[config.mk]
export PLATFORM = sky130hd
export DESIGN_NAME = uart_instruction_sequencer
export DESIGN_NICKNAME = d
export VERILOG_FILES = /design/src/rtl/uart_instruction_sequencer.sv
export SDC_FILE = /design/constraint.sdc
export NUM_CORES = 1
export LEC_CHECK = 0
export ABC_AREA = 0
export CAP_MARGIN = 20
export CORE_MARGIN = 3
export CORE_UTILIZATION = 51
export CTS_CLUSTER_DIAMETER = 100
export CTS_CLUSTER_SIZE = 14
export DETAILED_ROUTE_END_ITERATION = 12
export HOLD_SLACK_MARGIN = 0.08
export MAX_ROUTING_LAYER = met4
export PLACE_DENSITY = 0.76
export SKIP_LAST_GASP = 1
export SYNTH_ARGS = -nofsm -noshare
export SYNTH_HDL_FRONTEND = slang
export SYNTH_SLANG_ARGS = --single-unit
[constraint.sdc]
create_clock -name clk -period 2.8 [get_ports clk]
set_input_delay 0.28 -clock clk [delete_from_list [all_inputs] [get_ports clk]]
set_output_delay 0.28 -clock clk [all_outputs]
set_load 0.01 [all_outputs]
[src/rtl/uart_instruction_sequencer.sv]
// uart_instruction_sequencer
// Buffers 15-bit instructions from the UART receiver in a small FIFO and
// dispatches them to the execution datapath over a valid/ack handshake.
// NOP instructions (opcode 0) are popped and discarded without dispatch.
// A command that is not acked within TIMEOUT_CYCLES is aborted.
// Dropped instructions and timeouts raise sticky error flags.
//
// Ports:
//   clk, reset                 clock, asynchronous active-high reset
//   instruction_in/_ready      instruction word and its one-cycle strobe
//   enable                     gate for starting new dispatches
//   clear_err                  strobe clearing overflow/timeout_err/drop_count
//   cmd_valid/opcode/operand   command presented to the datapath
//   cmd_ack                    datapath acceptance
//   fifo_level                 queued entries, excluding the in-flight command
//   overflow, timeout_err      sticky error flags
//   drop_count                 saturating count of dropped instructions
//   busy                       command in flight or queue not empty
//
// state | meaning
// IDLE  | no command in flight; may pop the FIFO head
// ISSUE | command presented, waiting for ack or timeout
module uart_instruction_sequencer #(
    parameter int DEPTH          = 4,
    parameter int TIMEOUT_CYCLES = 1024
) (
    input  logic                     clk,
    input  logic                     reset,
    input  logic [14:0]              instruction_in,
    input  logic                     instruction_ready,
    input  logic                     enable,
    input  logic                     clear_err,
    output logic                     cmd_valid,
    output logic [2:0]               cmd_opcode,
    output logic [11:0]              cmd_operand,
    input  logic                     cmd_ack,
    output logic [$clog2(DEPTH):0]   fifo_level,
    output logic                     overflow,
    output logic                     timeout_err,
    output logic [7:0]               drop_count,
    output logic                     busy
);

    localparam int PW = $clog2(DEPTH);
    localparam int LW = PW + 1;
    localparam int TW = $clog2(TIMEOUT_CYCLES);

    typedef enum logic {IDLE, ISSUE} state_t;

    state_t          state;
    logic [14:0]     mem [DEPTH];
    logic [PW-1:0]   wr_ptr;
    logic [PW-1:0]   rd_ptr;
    logic [TW-1:0]   tmo_cnt;

    logic [14:0]     head;
    logic            head_nop;
    logic            full;
    logic            pop;
    logic            push;
    logic            drop;
    logic            tmo_hit;
    logic            tmo_event;
    logic            issue_next;
    logic [LW-1:0]   level_next;

    always_comb begin
        head       = mem[rd_ptr];
        head_nop   = (head[14:12] == 3'b000);
        full       = (fifo_level == LW'(DEPTH));
        pop        = (state == IDLE) && enable && (fifo_level != '0);
        // A full FIFO still accepts a word when the head leaves on the same edge.
        push       = instruction_ready && (!full || pop);
        drop       = instruction_ready && !push;
        // The counter holds the number of unacked edges already spent in ISSUE.
        tmo_hit    = (tmo_cnt == TW'(TIMEOUT_CYCLES - 1));
        tmo_event  = (state == ISSUE) && !cmd_ack && tmo_hit;
        level_next = fifo_level + LW'(push) - LW'(pop);
        if (state == IDLE) begin
            issue_next = pop && !head_nop;
        end else begin
            issue_next = !(cmd_ack || tmo_hit);
        end
    end

    always_ff @(posedge clk or posedge reset) begin
        if (reset) begin
            for (int i = 0; i < DEPTH; i++) begin
                mem[i] <= '0;
            end
        end else if (push) begin
            mem[wr_ptr] <= instruction_in;
        end
    end

    always_ff @(posedge clk or posedge reset) begin
        if (reset) begin
            state       <= IDLE;
            cmd_valid   <= 1'b0;
            cmd_opcode  <= '0;
            cmd_operand <= '0;
            tmo_cnt     <= '0;
            wr_ptr      <= '0;
            rd_ptr      <= '0;
            fifo_level  <= '0;
            overflow    <= 1'b0;
            timeout_err <= 1'b0;
            drop_count  <= '0;
            busy        <= 1'b0;
        end else begin
            case (state)
                IDLE: begin
                    if (pop && !head_nop) begin
                        state       <= ISSUE;
                        cmd_valid   <= 1'b1;
                        cmd_opcode  <= head[14:12];
                        cmd_operand <= head[11:0];
                        tmo_cnt     <= '0;
                    end
                end
                ISSUE: begin
                    // Ack takes priority over a coincident timeout.
                    if (cmd_ack || tmo_hit) begin
                        state     <= IDLE;
                        cmd_valid <= 1'b0;
                    end else begin
                        tmo_cnt <= tmo_cnt + TW'(1);
                    end
                end
                default: begin
                    state     <= IDLE;
                    cmd_valid <= 1'b0;
                end
            endcase

            if (push) begin
                wr_ptr <= wr_ptr + PW'(1);
            end
            if (pop) begin
                rd_ptr <= rd_ptr + PW'(1);
            end
            fifo_level <= level_next;

            // A new error event on the same edge as clear_err wins.
            if (tmo_event) begin
                timeout_err <= 1'b1;
            end else if (clear_err) begin
                timeout_err <= 1'b0;
            end

            if (drop) begin
                overflow <= 1'b1;
                if (clear_err) begin
                    drop_count <= 8'd1;
                end else if (drop_count != 8'hFF) begin
                    drop_count <= drop_count + 8'd1;
                end
            end else if (clear_err) begin
                overflow   <= 1'b0;
                drop_count <= '0;
            end

            busy <= issue_next || (level_next != '0);
        end
    end

endmodule

Word level (Yosys, flattened, before mapping)
Index checks and enable logic that the tools add are counted.

cells by class
  mux-type cells = 23
  reductions and logical operators = 26
  shift operators = 0
  bitwise operators = 3
  eq/ne operators = 6
  div/mod/pow operators = 0
  add/sub/neg operators = 6
  magnitude comparators = 3
  $mul = 0

operator list
  kind                   number
  $bwmux 60              1
  $mux 15                3
  $mux 8                 4
  $bmux 15 s2            1
  $demux 15 s2           1
  $mux 10                2
  $pmux 10 s2            1
  $add 10x1->10 const B  1
  $eq 10x10->1 const B   1
  $add 8x1->8 const B    1
  $logic_and 1x1->1      8
  $mux 1                 8
  $ne 8x8->1 const B     1
  $reduce_and 2->1       4
  $ge 3x3->1 const B     2
  $not 2->3              2
  $reduce_bool 2->1      3
  $reduce_bool 3->1      2
  $logic_not 1->1        5
  $add 2x1->2 const B    2
  $ne 2x1->1 const B     2
  $pmux 1 s2             2
  $add 3x1->3            1
  $eq 3x3->1 const B     1
  6 further kinds        8

storage, ports and cells
  memories = 0
  input bits = 21
  flip-flop bits (word level) = 105
  logic and storage cells = 83
  output and inout port bits = 30
  bits in latches = 0
  ROM bits = 0
  memory bits (writable) = 0

Depth between registers and ports, before layout
Gate-level depths: netlist of the first run.

  depth after elaboration = 9
  depth in mapped cells = 11
  depth with buffers taken out = 11

Worst setup path before layout of the first run
Ideal clock, no wire load.

  kind = flip-flop to flip-flop
  from = reg fifo_level[1]
  to = reg busy
  arrival = 2.694 ns
  setup slack = -0.032 ns
  library setup time = 0.138 ns
  clock period less this slack = 2.832 ns
  data required time = 2.662 ns
  cell stages (with the launch flop) = 12
  buffers on the path = 1
  cell sequence = dfrtp_1 > or3_1 > and2_1 > clkbuf_1 > ha_1 > inv_1 > ha_1 > inv_1 > fa_1 > xnor2_1 > xnor2_1 > or4_1

between the ends
  longest elaborated chain between the ends = 8
  elaborated cells on any way between the ends = 12
  those cells by class = add/sub: 2; eq/ne: 1; mux: 1; reduce/logical: 8

RTL lines
  item                                                         RTL line  RTL
  start: declaration                                           37        output logic [$clog2(DEPTH):0] fifo_level,
  start signal: assignment                                     142       fifo_level <= level_next;
  $eq 3x3->1 / $reduce_bool 3->1 (equally long branches)       70, 71
  $logic_not 1->1 / $logic_and 1x1->1 (equally long branches)  73, 71
  $logic_or 1x1->1                                             73        push = instruction_ready && (!full || pop);
  $logic_and 1x1->1                                            73
  $add 3x1->3                                                  78        level_next = fifo_level + LW'(push) - LW'(pop);
  $sub 3x1->3 *                                                78
  named net level_next[2]                                      65        logic [LW-1:0] level_next;
  $reduce_bool 3->1 *                                          163       busy <= issue_next || (level_next != '0);
  $logic_or 1x1->1 *                                           163
  end signal: assignment                                       163
  end: declaration                                             41        output logic busy

Mark *: on every way through the listed nets, which the timed path passes. The rest lies on a longest branch.
A chain may end at the register's enable or synchronous reset.

Worst setup path in the final report of the first run
Ends and elaborated chain as after synthesis.

==> run summary, run 1 <==
STA
------------------------------------------------------------------------------------
Minimum period implied by the final worst setup slack .................      2707 ps
Unrepaired setup endpoints after global routing .......................           no
Max-slew headroom at the worst pin ....................................       0.4966
Share of the clock period used by the worst path after layout .........       0.9668
Max Clock Skew ........................................................     14.81 ps
Total setup violations reported at the end of the flow ................            0
Slack of the critical path ............................................     93.01 ps
Worst slew pin tran ...................................................     753.3 ps
Max frequency .........................................................    369.4 MHz
Worst hold margin .....................................................     280.2 ps
Pins over their slew limit ............................................            0
Count of endpoints failing hold in the final timing report ............            0

CLOCK TREE
------------------------------------------------------------------------------------
Number of clock sinks .................................................          105
Clock Root Buffer ..................................................... sky130_fd_sc_hd__clkbuf_8
Count of hold-fix buffers inserted at cts .............................            0
TritonCTS buffer count ................................................            9
H-Tree Depth ..........................................................            3
Number of buffers on the longest clock path ...........................            2
Clock Latency Late Sink ...............................................       370 ps
Clock tree from TritonCTS .............................................        built
Register clock-pin slew on the reported worst setup and hold paths ....       110 ps

FLOORPLAN
------------------------------------------------------------------------------------
Die span in y .........................................................     102.5 um
Effective utilization at floorplan ....................................       0.5346
Number of placement rows ..............................................           34
Horiz. Die Dim ........................................................     102.5 um
Overall die area ......................................................    10510 um2
Std-Cell Core Area ....................................................     8891 um2
Number of primary I/O pins ............................................           51

SYNTH
------------------------------------------------------------------------------------
Predominant post-synthesis flop cell .................................. sky130_fd_sc_hd__dfrtp_1
Post-Synthesis Cell Area ..............................................     4753 um2
Number of synthesized flops with an enable pin ........................            0
Top cells by area in the synthesized netlist .......................... sky130_fd_sc_hd__dfrtp_1 (55%), sky130_fd_sc_hd__mux2_2 (18%), sky130_fd_sc_hd__mux4_2 (7.1%)
Mean cell area of the mapped netlist ..................................    13.74 um2
Total nets after synthesis ............................................          376
Total of warnings raised by yosys .....................................            0
Sequential element share of the synthesized area ......................       0.5528
Post-synth cell types .................................................           44
Number of register bits inferred by synthesis .........................          105
Cell accounting for the most synthesized area ......................... sky130_fd_sc_hd__dfrtp_1
Share of flip-flops with an asynchronous set or reset after synthesis .        1.000
Share of the synthesized area in the top cell type ....................       0.5528
Syn Inst Count ........................................................          346

GLOBAL ROUTE
------------------------------------------------------------------------------------
Global routing usage summed across all routing layers .................       0.1932
Global routing's busiest layer ........................................         met2
Met2 GRT Util .........................................................       0.3049
M3 GR Usage ...........................................................      0.04668
Total gr overflow .....................................................            0
Via count of the first global-routing pass ............................         3026
Wire length of the first global-routing pass ..........................     15170 um
Maximum number of pins on one net before global-route repair ..........           86
Met1 capacity usage during global routing .............................       0.2578
Number of antenna violations at the first check in global routing .....            0

CELLS AND AREA
------------------------------------------------------------------------------------
Number of nets in the final layout ....................................          438
Synth-to-layout area growth ...........................................       19.40%
Share of final-layout standard cells stronger than drive strength 1 ...       0.3148
Diode insertion count for antenna repair ..............................            0

WORST SETUP PATH
------------------------------------------------------------------------------------
Worst Reg2Reg Path Length in Cells ....................................            9
Register-to-register setup slack ......................................        90 ps
Endpoint class of the critical path ...................................     register
RR Startpoint ......................................................... fifo_level[1]
Endpoint of the worst-slack reg-to-reg timing path ....................         busy
Required time at the endpoint of the critical path ....................      3050 ps
Crit path DAT .........................................................      2950 ps
Worst Path Class, Setup ............................................... register to register
Highest fanout seen on the critical path ..............................            4
Critical path launch point type .......................................     register

PWR
------------------------------------------------------------------------------------
Leakage power total ...................................................     2.366 nW
VDD IR max ............................................................     680.4 uV
Power per unit of standard cell area ..................................  1075 nW/um2

JOB
------------------------------------------------------------------------------------
Number of maximum-capacitance constraint violations ...................            0

DETAILED ROUTING
------------------------------------------------------------------------------------
Wire length per cell ..................................................     17.13 um
DRC errors left .......................................................            0
First-pass iteration count of the detailed router .....................            4
Final wirelength ......................................................      8926 um
Remaining number of nets flagged by the antenna check after routing ...            0
Violation count after the first detailed-routing iteration ............          109
Total number of vias ..................................................         3014
Vias/cell .............................................................        5.785

PLACEMENT
------------------------------------------------------------------------------------
Pre-CTS setup slack ...................................................    -48.79 ps
Count of input and output buffers .....................................           50
Final Wtd Congestion ..................................................       0.7987
Hpwl dp ...............................................................      5986 um

MIN PATH
------------------------------------------------------------------------------------
Type of the tightest min-delay check .................................. primary input to asynchronous set/reset pin

RUN STATUS
------------------------------------------------------------------------------------
Run status ............................................................    completed

[cells in the mapped netlist (2+ instances only)]
master,count
sky130_fd_sc_hd__o21ai_0,10
sky130_fd_sc_hd__a22o_1,3
sky130_fd_sc_hd__and4_1,2
sky130_fd_sc_hd__or4_1,6
sky130_fd_sc_hd__ha_1,8
sky130_fd_sc_hd__a22oi_1,2
sky130_fd_sc_hd__clkbuf_1,11
sky130_fd_sc_hd__nand3_1,13
sky130_fd_sc_hd__or3_1,3
sky130_fd_sc_hd__nor2b_1,3
sky130_fd_sc_hd__nand2_1,16
sky130_fd_sc_hd__or2_2,2
sky130_fd_sc_hd__mux4_2,15
sky130_fd_sc_hd__xnor2_1,4
sky130_fd_sc_hd__o31ai_1,6
sky130_fd_sc_hd__inv_1,18
sky130_fd_sc_hd__o311ai_0,2
sky130_fd_sc_hd__nand4_1,3
sky130_fd_sc_hd__nor2_1,3
sky130_fd_sc_hd__a21oi_1,9
sky130_fd_sc_hd__dfrtp_1,105
sky130_fd_sc_hd__mux2_2,74
sky130_fd_sc_hd__a31oi_1,5
sky130_fd_sc_hd__nand2b_1,3
[worst max-delay path, stage by stage (launching register included)]
cell	delay, ps
sky130_fd_sc_hd__dfrtp_2	440
sky130_fd_sc_hd__or3_4	390
sky130_fd_sc_hd__and2_4	170
sky130_fd_sc_hd__ha_1	260
sky130_fd_sc_hd__inv_1	60
sky130_fd_sc_hd__ha_1	140
sky130_fd_sc_hd__inv_1	50
sky130_fd_sc_hd__fa_2	510
sky130_fd_sc_hd__inv_1	40
sky130_fd_sc_hd__or4_1	520
[logic make-up after synthesis]
family | count (synthesis) | share of synthesized area
buf+inv | 32 | 0.02711
fa+ha+maj | 9 | 0.02527
mux | 90 | 0.2485
xor+xnor | 5 | 0.009213
flops | 105 | 0.5528
compound gates | 45 | 0.06792
simple gates | 60 | 0.06923
[worst max-delay path by stage]
| stage | startpoint | endpoint | slack (ps) | cells after the start |
|---|---|---|---|---|
| finish | fifo_level[1] | busy | 90 | 9 |
| global placement | enable | busy | 10 | 12 |
| floorplan | state | busy | 10 | 11 |
| global route | fifo_level[1] | busy | 10 | 9 |
| CTS | fifo_level[1] | busy | 40 | 10 |
| detailed placement | enable | busy | -50 | 12 |
[layer usage]
metal  routed length (um)  vias to the layer above
met5                    0                        -
met4                   89                        0
met3                  304                       12
met2                 4545                       51
met1                 3986                     1542
li1                     -                     1409
[power breakdown]
group	internal, mW	leakage [nW]	switching [mW]
registers	2.20	1.28	0.391
clock network	0.377	0.105	0.566
logic	1.53	0.979	1.04
total	4.11	2.37	2.00
[per-stage QoR]
stage | setup TNS (ps) | cells | power [mW] | area (um2) | utilization
6_report | 0 | 521 | 6.102 | 5675 | 0.6383
5_1_grt | 0 | 521 | 6.545 | 5675 | 0.6383
4_1_cts | 0 | 519 | 6.154 | 5655 | 0.6361
3_5_place_dp | -48.79 | 503 | 5.211 | 5448 | 0.6127
3_3_place_gp | 0 | 503 | 5.094 | 5448 | 0.6127
2_1_floorplan | 0 | 346 | 4.357 | 4763 | -
[cell usage in the layout (no fill, tap or decap), types with 3 or more instances in the layout]
master / n
sky130_fd_sc_hd__inv_1: 17
sky130_fd_sc_hd__ha_1: 8
sky130_fd_sc_hd__xnor2_1: 4
sky130_fd_sc_hd__buf_4: 14
sky130_fd_sc_hd__nor2_1: 3
sky130_fd_sc_hd__dfrtp_1: 104
sky130_fd_sc_hd__mux4_2: 15
sky130_fd_sc_hd__a21oi_1: 9
sky130_fd_sc_hd__nand4_1: 3
sky130_fd_sc_hd__clkdlybuf4s50_1: 50
sky130_fd_sc_hd__clkbuf_8: 10
sky130_fd_sc_hd__a22o_1: 3
sky130_fd_sc_hd__nand2_1: 16
sky130_fd_sc_hd__a31oi_1: 5
sky130_fd_sc_hd__o31ai_1: 6
sky130_fd_sc_hd__nand3_1: 13
sky130_fd_sc_hd__nand2b_1: 3
sky130_fd_sc_hd__nor2b_1: 3
sky130_fd_sc_hd__or4_1: 6
sky130_fd_sc_hd__mux2_2: 74
sky130_fd_sc_hd__o21ai_0: 10
[state kept, by name, summed over array words and instances, names as in the netlist]
name	flops
busy	1
cmd_opcode	3
cmd_operand	12
cmd_valid	1
drop_count	8
fifo_level	3
mem	60
overflow	1
rd_ptr	2
state	1
timeout_err	1
tmo_cnt	10
wr_ptr	2
[timing repair]
action / CTS / global route
resized for setup: 0 / 2
buffers inserted: 0 / 2
hold endpoints to repair: 0 / 0
setup endpoints to repair: 0 / 1
[final cells by class]
cell class | instances | area (um2)
Clock inverter | 6 | 70.07
Fill cell | 673 | 3216
Clock buffer | 10 | 137.6
Multi-Input combinational cell | 209 | 2007
Inverter | 18 | 71.32
Timing Repair Buffer | 65 | 625.6
Tap cell | 108 | 135.1
Sequential cell | 105 | 2629
(Power assumes the default switching activity.)
==> inputs of run 2 (changes only) <==
CORE_UTILIZATION = 61   (was 51)
PLACE_DENSITY = 0.85   (was 0.76)
clock period = 3.2 ns   (was 2.8 ns; I/O delays follow)
==> run 2 against run 1 <==
Against the previous run: clock skew is 6.1 ps lower; count of clock-buffer cells in the layout is the same; total power is 12% lower; critical path type unchanged; critical path depth increased by 1; register-to-register slack gained 320 ps; combinational power decreased by 14%; hold slack better by 130 ps; non-clock buffer count is 5 lower.
==> run summary, run 2 (synthesized netlist as in run 1, its figures left out) <==
PWR
-------------------------------------------------------------------------------------
Clock share of power ...................................................        0.156   about the same
Leakage power total ....................................................     2.345 nW   -0.88%
Power share of the combinational group .................................        0.408   -0.012
Final Total Pwr ........................................................     5.375 mW   -12%
VDD IR max .............................................................     584.8 uV   -14%
Net switching share of the total power .................................       0.3257   -0.001299
Internal power summed over all cells ...................................     3.625 mW   -12%
Sequential share of power ..............................................        0.436   +0.011
NetSw ..................................................................     1.751 mW   -12%
Power per unit of standard cell area ................................... 958.5 nW/um2   -11%

CELLS AND AREA
-------------------------------------------------------------------------------------
Share of final-layout standard cells stronger than drive strength 1 ....       0.2948   -0.01993
Post-Layout Inst Area ..................................................     5608 um2   -1.2%
Largest registers in the final layout .................................. mem: 60 flops, cmd_operand: 12 flops, tmo_cnt: 10 flops
Leading cell types in the layout, fill and taps excluded ............... sky130_fd_sc_hd__dfrtp_1 (105), sky130_fd_sc_hd__mux2_2 (74), sky130_fd_sc_hd__clkdlybuf4s50_1 (50)
Diode insertion count for antenna repair ...............................            0   unchanged
Max FFs per register ...................................................           60   unchanged
Final core utilization .................................................       0.7570   +0.1186
Synth-to-layout area growth ............................................       17.98%
Register ranked first by flip-flop count ...............................          mem
Most frequent standard cell in the layout excluding fill and tap cells . sky130_fd_sc_hd__dfrtp_1
Non-filler instance count after layout .................................          506   -2.9%
Number of nets in the final layout .....................................          433   -1.1%

CLOCK TREE
-------------------------------------------------------------------------------------
TritonCTS buffer count .................................................            9   unchanged
Count of hold-fix buffers inserted at cts ..............................            0   unchanged
Clock tree from TritonCTS ..............................................        built
Setup repair bufs after CTS ............................................            0   unchanged
Clock Root Buffer ...................................................... sky130_fd_sc_hd__clkbuf_8
Register clock-pin slew on the reported worst setup and hold paths .....       100 ps   about the same
Number of buffers on the longest clock path ............................            2   unchanged
Post-CTS Resized .......................................................            0   unchanged
H-Tree Depth ...........................................................            3   unchanged
Clock Latency Late Sink ................................................       370 ps   about the same
Number of clock sinks ..................................................          105   unchanged

FLOORPLAN
-------------------------------------------------------------------------------------
Effective utilization at floorplan .....................................       0.6416   +0.1070
Overall die area .......................................................     8888 um2   -15%
Die span in y ..........................................................     94.28 um   -8.1%
Std-Cell Core Area .....................................................     7408 um2   -17%
Number of primary I/O pins .............................................           51   unchanged
Number of placement rows ...............................................           31   -8.8%
Horiz. Die Dim .........................................................     94.28 um   -8.1%

DETAILED ROUTING
-------------------------------------------------------------------------------------
Vias/cell ..............................................................        6.004   +3.8%
Remaining number of nets flagged by the antenna check after routing ....            0   unchanged
Violation count after the first detailed-routing iteration .............          110   +0.92%
Total number of vias ...................................................         3038   +0.80%
First-pass iteration count of the detailed router ......................            4   unchanged
Wire length per cell ...................................................     18.46 um   +7.8%
DRC errors left ........................................................            0   unchanged
Final wirelength .......................................................      9341 um   +4.6%

PLACEMENT
-------------------------------------------------------------------------------------
Hpwl dp ................................................................      6376 um   +6.5%
Post-placement cell count ..............................................          491   -2.4%
Pre-CTS setup slack ....................................................     260.5 ps   +309.3 ps
Final Wtd Congestion ...................................................       0.8501   +6.4%
Instance area at placement .............................................     5406 um2   -0.76%
Count of input and output buffers ......................................           50   unchanged

STA
-------------------------------------------------------------------------------------
Slack of the critical path .............................................     408.8 ps   +315.8 ps
Total setup violations reported at the end of the flow .................            0   unchanged
Max Clock Skew .........................................................     8.680 ps   -6.129 ps
Pins over their slew limit .............................................            0   unchanged
Total Negative Setup Slacks ............................................         0 ps   unchanged
Max frequency ..........................................................    358.3 MHz   -3.0%
Worst hold margin ......................................................     407.8 ps   +127.7 ps
Count of endpoints failing hold in the final timing report .............            0   unchanged
Unrepaired setup endpoints after global routing ........................           no
Worst slew pin tran ....................................................     785.6 ps   +32.27 ps
Max-slew headroom at the worst pin .....................................       0.4750   -0.02157
Share of the clock period used by the worst path after layout ..........       0.8722   -0.09454
Minimum period implied by the final worst setup slack ..................      2791 ps   +84.17 ps

WORST SETUP PATH
-------------------------------------------------------------------------------------
Worst Reg2Reg Path Length in Cells .....................................           10   +1
Highest fanout seen on the critical path ...............................            4   unchanged
Endpoint class of the critical path ....................................     register
Crit path DAT ..........................................................      3030 ps   +80 ps
Worst Path Class, Setup ................................................ register to register
Required time at the endpoint of the critical path .....................      3440 ps   +390 ps
Critical path launch point type ........................................     register

JOB
-------------------------------------------------------------------------------------
Number of maximum-capacitance constraint violations ....................            0   unchanged

GLOBAL ROUTE
-------------------------------------------------------------------------------------
Wire length of the first global-routing pass ...........................     15750 um   +3.8%
Maximum number of pins on one net before global-route repair ...........           55   -36%
Number of antenna violations at the first check in global routing ......            0   unchanged
Global routing usage summed across all routing layers ..................       0.2385   +0.04525
Via count of the first global-routing pass .............................         3166   +4.6%
Total gr overflow ......................................................            0   unchanged

MIN PATH
-------------------------------------------------------------------------------------
Type of the tightest min-delay check ................................... primary input to asynchronous set/reset pin

RUN STATUS
-------------------------------------------------------------------------------------
Run status .............................................................    completed

[run 2: cell count changes in the layout (fill, tap and decap cells not counted), sizes merged]
| cell | change |
|---|---|
| buf | -5 |
| clkinv | -1 |
| bufinv | +1 |
| clkinvlp | -1 |
[run 2: final cells by class]
class | count | area, um2
inverter | 18 | 70.07
clock buffer | 10 | 137.6
tap | 99 | 123.9
multi-input combinational | 209 | 1997
fill | 467 | 1800
timing repair buffer | 60 | 588.1
clock inverter | 5 | 63.81
sequential | 105 | 2628
[run 2: worst paths after layout]
path	start	endpoint	slack (ps)
max	fifo_level[0]	busy	410
min	reset	fifo_level[0]	410
max reg2reg	fifo_level[0]	busy	410
min reg2reg	mem[17]	mem[17]	510
max in group asynchronous	reset	cmd_opcode[0]	2090
min in group clk	mem[17]	mem[17]	510
[run 2: power by group through the flow]
stage	Sequential (mW)	Clock (mW)	Combinational, mW
6_report	2.34	0.841	2.19
5_1_grt	2.41	0.916	2.38
4_1_cts	2.34	0.857	2.22
3_5_place_dp	2.36	0	2.20
3_3_place_gp	2.31	0	2.11
2_1_floorplan	2.27	0	1.54
[run 2: critical path, stage by stage, from the launching register on]
cell	delay, ps
sky130_fd_sc_hd__dfrtp_1	430
sky130_fd_sc_hd__or3_1	440
sky130_fd_sc_hd__and2_1	200
sky130_fd_sc_hd__ha_1	280
sky130_fd_sc_hd__inv_1	60
sky130_fd_sc_hd__ha_1	130
sky130_fd_sc_hd__inv_1	50
sky130_fd_sc_hd__fa_1	370
sky130_fd_sc_hd__xnor2_1	190
sky130_fd_sc_hd__xnor2_1	90
sky130_fd_sc_hd__or4_1	410
[run 2: metal layers]
metal / share of wire / routed length [um] / GRT usage / vias up
li1: - / - / - / 1387
met2: 0.52 / 4813 / 0.3954 / 71
met5: 0 / 0 / - / -
met3: 0.042 / 394 / 0.05369 / 10
met4: 0.012 / 112 / 0.06859 / 0
met1: 0.43 / 4020 / 0.2970 / 1570
